--- src/rtl/qed_dup_buffer.sv ---
// Records constrained original instructions and replays them as register/offset-shifted QED duplicates.
// Latency 1 cycle accept/pop -> qed_instr; stall freezes every register and deasserts ifu_ready.

// Circular FIFO: 0-cycle read of the head, 1-cycle write; the caller never pushes and pops together.
// No internal backpressure: the caller gates push with full and pop with count.
module qed_fifo #(
  parameter int DEPTH = 8,
  parameter int PTR_W = 3,
  parameter int W     = 32
) (
  input  logic             clk,
  input  logic             rst,
  input  logic             push,
  input  logic             pop,
  input  logic [W-1:0]     din,
  output logic [W-1:0]     head,
  output logic [PTR_W:0]   count
);

  logic [W-1:0]     mem [DEPTH];
  logic [PTR_W-1:0] wr_ptr;
  logic [PTR_W-1:0] rd_ptr;

  always_ff @(posedge clk) begin
    if (!rst) begin
      wr_ptr <= '0;
      rd_ptr <= '0;
      count  <= '0;
    end else if (push) begin
      wr_ptr <= wr_ptr + 1'b1;
      count  <= count + 1'b1;
    end else if (pop) begin
      rd_ptr <= rd_ptr + 1'b1;
      count  <= count - 1'b1;
    end
  end

  always_ff @(posedge clk) begin
    if (push) mem[wr_ptr] <= din;
  end

  assign head = mem[rd_ptr];

endmodule

module qed_dup_buffer #(
  parameter int DEPTH = 8,
  parameter int PTR_W = 3,
  parameter int CNT_W = 8
) (
  input  logic             clk,
  input  logic             rst,
  input  logic [31:0]      ifu_instr,
  input  logic             ifu_valid,
  input  logic             exec_dup,
  input  logic             stall,
  output logic             ifu_ready,
  output logic [31:0]      qed_instr,
  output logic             qed_vld,
  output logic             qed_ready,
  output logic [PTR_W:0]   buf_count
);

  typedef enum logic {ORIG, DUP} state_t;

  localparam logic [31:0]      NOP_INSTR = 32'h0000_007F;
  localparam logic [CNT_W-1:0] CNT_MAX   = '1;
  localparam logic [PTR_W:0]   FULL_CNT  = (PTR_W+1)'(DEPTH);
  localparam logic [PTR_W:0]   ONE       = (PTR_W+1)'(1);

  state_t           state_q, state_d;
  logic [31:0]      instr_d;
  logic             vld_d, ready_d;
  logic [CNT_W-1:0] num_orig, num_orig_d;
  logic [CNT_W-1:0] num_dup, num_dup_d;
  logic             sat_q, sat_d;
  logic [PTR_W:0]   count, cnt_d;
  logic [31:0]      head;
  logic             push, pop, take_dup, full, is_nop;

  function automatic logic [31:0] dup_xform(input logic [31:0] i);
    logic [31:0] o;
    o = i;
    case (i[6:0])
      7'b0110011: begin o[11] = 1'b1; o[19] = 1'b1; o[24] = 1'b1; end
      7'b0010011: begin o[11] = 1'b1; o[19] = 1'b1; end
      7'b0000011: begin o[11] = 1'b1; o[30] = 1'b1; end
      7'b0100011: begin o[24] = 1'b1; o[30] = 1'b1; end
      default: ;
    endcase
    return o;
  endfunction

  function automatic logic [CNT_W-1:0] sat_inc(input logic [CNT_W-1:0] v);
    return (v == CNT_MAX) ? v : v + 1'b1;
  endfunction

  qed_fifo #(.DEPTH(DEPTH), .PTR_W(PTR_W), .W(32)) u_fifo (
    .clk   (clk),
    .rst   (rst),
    .push  (push),
    .pop   (pop),
    .din   (ifu_instr),
    .head  (head),
    .count (count)
  );

  assign full      = (count == FULL_CNT);
  assign take_dup  = exec_dup && (count != '0);
  assign is_nop    = (ifu_instr[6:0] == 7'b1111111);
  assign ifu_ready = (state_q == ORIG) && !full && !stall && !take_dup;
  assign buf_count = count;

  always_comb begin
    state_d    = state_q;
    instr_d    = qed_instr;
    vld_d      = qed_vld;
    num_orig_d = num_orig;
    num_dup_d  = num_dup;
    cnt_d      = count;
    push       = 1'b0;
    pop        = 1'b0;
    if (!stall) begin
      unique case (state_q)
        ORIG: begin
          if (take_dup) begin
            pop       = 1'b1;
            instr_d   = dup_xform(head);
            vld_d     = 1'b1;
            num_dup_d = sat_inc(num_dup);
            cnt_d     = count - 1'b1;
            state_d   = (count > ONE) ? DUP : ORIG;
          end else if (ifu_valid && ifu_ready) begin
            instr_d = ifu_instr;
            vld_d   = 1'b1;
            if (!is_nop) begin
              push       = 1'b1;
              num_orig_d = sat_inc(num_orig);
              cnt_d      = count + 1'b1;
            end
          end else begin
            instr_d = NOP_INSTR;
            vld_d   = 1'b0;
          end
        end
        DUP: begin
          if (count != '0) begin
            pop       = 1'b1;
            instr_d   = dup_xform(head);
            vld_d     = 1'b1;
            num_dup_d = sat_inc(num_dup);
            cnt_d     = count - 1'b1;
            if (count == ONE) state_d = ORIG;
          end else begin
            instr_d = NOP_INSTR;
            vld_d   = 1'b0;
            state_d = ORIG;
          end
        end
      endcase
    end
    // Saturation is sticky so a wrapped-looking balance can never report ready.
    sat_d   = sat_q || (num_orig_d == CNT_MAX) || (num_dup_d == CNT_MAX);
    ready_d = stall ? qed_ready
                    : (!sat_d && (num_orig_d == num_dup_d) && (num_orig_d != '0) &&
                       (cnt_d == '0) && (state_d == ORIG));
  end

  always_ff @(posedge clk) begin
    if (!rst) begin
      state_q   <= ORIG;
      qed_instr <= NOP_INSTR;
      qed_vld   <= 1'b0;
      qed_ready <= 1'b0;
      num_orig  <= '0;
      num_dup   <= '0;
      sat_q     <= 1'b0;
    end else begin
      state_q   <= state_d;
      qed_instr <= instr_d;
      qed_vld   <= vld_d;
      qed_ready <= ready_d;
      num_orig  <= num_orig_d;
      num_dup   <= num_dup_d;
      sat_q     <= sat_d;
    end
  end

endmodule

--- config.mk ---
export PLATFORM = sky130hd
export DESIGN_NAME = qed_dup_buffer
export DESIGN_NICKNAME = d
export VERILOG_FILES = /design/src/rtl/qed_dup_buffer.sv
export SDC_FILE = /design/constraint.sdc
export NUM_CORES = 1
export LEC_CHECK = 0
export CORE_MARGIN = 5
export CORE_UTILIZATION = 30
export DETAILED_ROUTE_END_ITERATION = 16
export GPL_TIMING_DRIVEN = 0
export PLACE_DENSITY_LB_ADDON = 0.15
export SKIP_LAST_GASP = 1
export SLEW_MARGIN = 30
export SYNTH_ARGS = -nofsm -noshare
export SYNTH_HDL_FRONTEND = slang
export SYNTH_SLANG_ARGS = --single-unit
--- constraint.sdc ---
create_clock -name clk -period 18.9 [get_ports clk]
set_input_delay 3.78 -clock clk [delete_from_list [all_inputs] [get_ports clk]]
set_output_delay 3.78 -clock clk [all_outputs]
set_load 0.005 [all_outputs]
**Yosys cells after proc, flatten, opt, wreduce, memory -nomap -nowiden**

Memory sizes are Yosys's and may differ from the RTL's. A register that Yosys moved wholly into a read port is not among the register bits.
Cells that the tools add are included.

- Bits of input ports: 37
- RAM bits: 256
- Memories: 1
- Register bits after elaboration: 62

Memory list:

| memory | words | bits a word | read ports | clocked after Yosys merged registers in | wr ports | line | text |
|---|---|---|---|---|---|---|---|
| u_fifo.mem | 8 | 32 | 1 | 1 | 1 | 20 | `logic [W-1:0] mem [DEPTH];` |

- Muxes and demuxes: 49
- Magnitude comparators: 1
- Equal/unequal tests: 12
- Reduce and logical (&&, ||, !) cells: 24
- $add $sub $neg: 6
- Bitwise logic cells: 3

Operators by type and width:

| operator | count |
|---|---|
| $mux 32 | 3 |
| $mux 8 | 10 |
| $pmux 32 s2 | 1 |
| $eq 8x8->1 const B | 4 |
| $mux 4 | 7 |
| $mux 1 | 21 |
| $add 8x1->8 const B | 2 |
| $pmux 8 s2 | 1 |
| $eq 7x6->1 const B | 2 |
| $logic_and 1x1->1 | 9 |
| $eq 8x8->1 | 1 |
| $pmux 4 s2 | 1 |
| $reduce_bool 8->1 | 1 |
| $eq 7x2->1 const B | 1 |
| $eq 7x5->1 const B | 1 |
| $eq 7x7->1 const B | 1 |
| $add 3x1->3 const B | 2 |
| $mux 3 | 2 |
| $pmux 1 s2 | 3 |
| $reduce_or 2->1 | 3 |
| $add 4x1->4 const B | 1 |
| $eq 4x1->1 const B | 1 |
| $eq 4x4->1 const B | 1 |
| $gt 4x1->1 const B | 1 |
| other kinds (9) | 15 |

**Logic depth before layout (Yosys ltp)**

- Depth after elaboration: 18
- Mapped depth: 11

**Cells and area by module**

A second synthesis with hierarchy kept.

- Cells, all modules: 771
- Area total of the unflattened synthesis: 13236.4 µm²

Modules (own cells, without submodules):

| module | times used | cells each | area an instance (µm²) |
|---|---|---|---|
| qed_fifo | 1 | 440 | 10412.5 |
| qed_dup_buffer | 1 | 331 | 2824.0 |

**Least setup slack after synthesis**

OpenSTA, ideal clock, no wires.

- Path type: input port to flip-flop
- Start point: in stall
- End point: mem u_fifo.mem[0][0], enable pin
- Cell stages on the path: 6
- Setup slack: 10.376 ns
- Library setup time: 0.501 ns
- Arrival: 8.023 ns
- Cell sequence: clkbuf_1 -> or3b_4 -> a211oi_4 -> nand2_1 -> buf_2 -> nor4_1

- Word-level cells in the longest chain between the ends: 10

RTL lines:

| item | line | text |
|---|---|---|
| start: declaration | 56 | `input logic stall,` |
| $logic_not 1->1 | -- |  |
| $logic_and 1x1->1 (2 in series) | 111 | `assign ifu_ready = (state_q == ORIG) && !full && !stall && !take_dup;` |
| $logic_and 1x1->1 | 133 | `end else if (ifu_valid && ifu_ready) begin` |
| $mux 1 | 133 |  |
| $mux 1 | 126 | `if (take_dup) begin` |
| $mux 1 | 124 | `unique case (state_q)` |
| $mux 1 * | 123 | `if (!stall) begin` |
| $mux 1 * | 39 | `if (push) mem[wr_ptr] <= din;` |
| $mux 1 (implied by the code) * | 39 |  |
| end: declaration | 20 |  |

Every way passes the cells marked *; elsewhere a longest branch is shown, timed or not.

**Final worst setup path**

- Start point: in stall
- End point: out ifu_ready

- Word-level cells in the longest chain between the ends: 3

RTL lines:

| item | line | text |
|---|---|---|
| $logic_not 1->1 | -- |  |
| $logic_and 1x1->1 (2 in series) | 111 |  |
| end: declaration | 57 | `output logic ifu_ready,` |

No other way between the ends.

==> run metrics <==
TritonCTS sink count=approximately 320; maximum VDD drop=0.0563 mV; unrepaired setup endpoints after global routing=no; crit-path max cell delay=between 700 and 800 ps; mux share of post-synthesis cell area=0.140; setup_tns=0 ps; Clock Latency Late Sink=550 ps; port bufs=72; CP Class=in2out; Max Clock Skew=roughly 32 ps; worst min-delay path category=reg2reg; antenna-violating nets left=0; Syn Inst Count=791; area delta synth->final=24.0%; clk slew on worst S/H paths=60 ps; crit path max fanout=10; Num CTS Buffers=38; initial antenna violation count=2; total gr overflow=0; Pleak=0.00542 uW; worst path cell trace=clkbuf_1 > clkbuf_1 > clkbuf_1 > nor3_1 > clkdlybuf4s50_1; post-cts resize count=0; worst setup margin=about 9100 ps; GPL Wtd Cong=0.763; largest net degree at the start of global routing=17; Synth Flop Type=edfxtp_1; Netlist Area Pre-Place=13300 um^2; WP buf/inv=4; Final setup viols=0; DR WL/cell=22.6 um; Fin. Hold Viols=0; filler cell count=about 4200; initial detailed-routing violation count=588; Max Cap Viol=0; Netlist cell types=66; Post-synth ARST share=0; Top delay family on crit path=buffers and inverters; DR pass1 iterations=5; Die Ht=220 um; Crit-path slowest cell=clkbuf_1; EDFF count, synth=around 260; WP data required=15120 ps; Reg2Reg Depth=11; total setup buffers inserted after CTS=0; cell mode on critical path=clkbuf_1; Longest Clk Path Bufs=3; IO Count=76; commonest non-fill, non-tap cell in the layout=edfxtp_1; Post-DP HPWL=24100 um; H-tree depth=2; first-pass GRT wire length=~53000 um; DRT Wirelength=35300 um; FF/Latch Area=8990 um^2; # DRC=0; die area=48500 um^2; utilization after layout=0.374; final worst-path cycle share=0.517; Final Max Slew Viols=0; Worst Setup End Kind=primary output; Critical Path Source Type=input pin; number of global-route vias before repair=between 8000 and 9000; Setup Slack @ Placement=9070 ps; Max Fclk=0.102 GHz; via count=roughly 7700; Worst-Margin Slew=slightly above 900 ps; fraction of layout cells with a size suffix above 1=0.232; Cell Pwr Density=109 nW/um^2; Core Area=~44000 um^2; Tmin final=slightly below 10000 ps; outcome=finished clean; post-synthesis simple-gate area fraction=0.0663; adder-cell share of the synthesized area=0.00660; Synth Area in Compound Gates=0.0763; Synth Warn #=0; Synthesized Nets=835; Avg Vias per Cell=4.94; GRT Total Usage=0.147; XOR/XNOR Fraction of Synth Area=0.0156; most frequent cells in the layout=edfxtp_1 (256), clkdlybuf4s50_1 (72), dfxtp_1 (65); sequential share of the synthesized area=0.677; multi-input logic area=4100 um^2; root buf cell=clkbuf_16; CP Depth=5; Final nets=986; Slew headroom=0.389; CTS tree=built; Yosys reg bits=321; row cnt=77; hold-fix buffers at CTS=0; largest family of logic cells by synthesized area=multiplexers; Avg Inst Size Synth=between 15 and 20 um^2; Initial Util=0.301; chip width=between 200 and 250 um; CP Data Arrival Time=around 6000 ps; Worst Hold Depth=2
worst reg2reg max path, cell delays in order (launching register included):
cell and delay (ps):
dfxtp_1 550, inv_1 110, ha_1 290, and3b_4 230, a211oi_4 630, nand2_1 170
buf_2 250, nor4_2 530, buf_2 320, buf_2 220, buf_2 210, buf_4 180
cell families after synthesis:
kind of cell / Yosys count
AOI/OAI and AO/OA: 126
xor gates and xnor gates: 22
adders and majority gates: 7
buffers and inverters: 55
DFF: 321
muxes: 102
and+or+nand+nor: 158
synth_stat cells (9+ instances only):
master / count / share of area
nor2b_1: 13 / 0.0061
nor2_1: 16 / 0.0045
o211a_1: 21 / 0.016
nand3_1: 16 / 0.0060
nor3_1: 17 / 0.0064
edfxtp_1: 256 / 0.58
mux4_2: 64 / 0.11
a221o_1: 23 / 0.017
a21oi_1: 20 / 0.0075
and2_1: 17 / 0.0080
o21ai_0: 15 / 0.0057
buf_2: 9 / 0.0034
xnor2_1: 13 / 0.0086
nand2_1: 32 / 0.0091
dfxtp_1: 65 / 0.098
clkbuf_1: 37 / 0.010
mux2_2: 31 / 0.026
nand2b_1: 10 / 0.0047
per-layer routing:
metal	GRT usage	wire length (um)	vias up
met5	0	0	-
met2	0.241	16900	169
met4	0.0370	682	0
met3	0.0339	1710	43
li1	-	-	3510
met1	0.199	16000	4011
per-stage QoR:
stage | hold slack [ps] | std cells | total power [uW] | instance area (um^2)
finish | 470 | 1565 | 1790 | 16500
global route | 486 | 1564 | 1870 | 16500
CTS | 475 | 1563 | 1820 | 16500
detailed placement | 460 | 1494 | 1070 | 15200
global placement | 461 | 1455 | 1070 | 14700
floorplan | 453 | 791 | 969 | 13300
registers in the layout (all words and copies together) (netlist names), named ones only:
register	count
u_fifo.rd_ptr	3
sat_q	1
u_fifo.mem	256
num_orig	8
num_dup	8
qed_vld	1
u_fifo.count	4
qed_instr	32
state_q	1
u_fifo.wr_ptr	3
qed_ready	1
final timing paths:
check                                                   from                     endpoint  slack, ps
worst max-delay path                                   stall                    ifu_ready       9130
worst min-delay path               qed_instr[2]$_SDFFE_PN1N_    qed_instr[2]$_SDFFE_PN1N_        470
worst max register to register  u_fifo.count[0]$_SDFFE_PN0P_  u_fifo.mem[0][18]$_DFFE_PP_      14940
worst min register to register     qed_instr[2]$_SDFFE_PN1N_    qed_instr[2]$_SDFFE_PN1N_        470
final cells by class:
| cell class | count | share of cell area |
|---|---|---|
| clock buffer | 57 | 0.0676 |
| multi-input combinational | 415 | 0.249 |
| clock inverter | 12 | 0.00996 |
| inverter | 5 | 0.00114 |
| timing repair buffer | 111 | 0.0679 |
| buffer | 50 | 0.0130 |
| antenna | 2 | 0.000304 |
| tap | 592 | 0.0450 |
| sequential | 321 | 0.546 |
where the power goes:
| part | leakage, uW | internal [uW] | switching [uW] |
|---|---|---|---|
| logic | 0.00195 | 116 | 136 |
| registers | 0.00284 | 787 | 14.0 |
| clock network | 0.000630 | 450 | 290 |
Note: power is estimated with default switching activity, not from simulation.
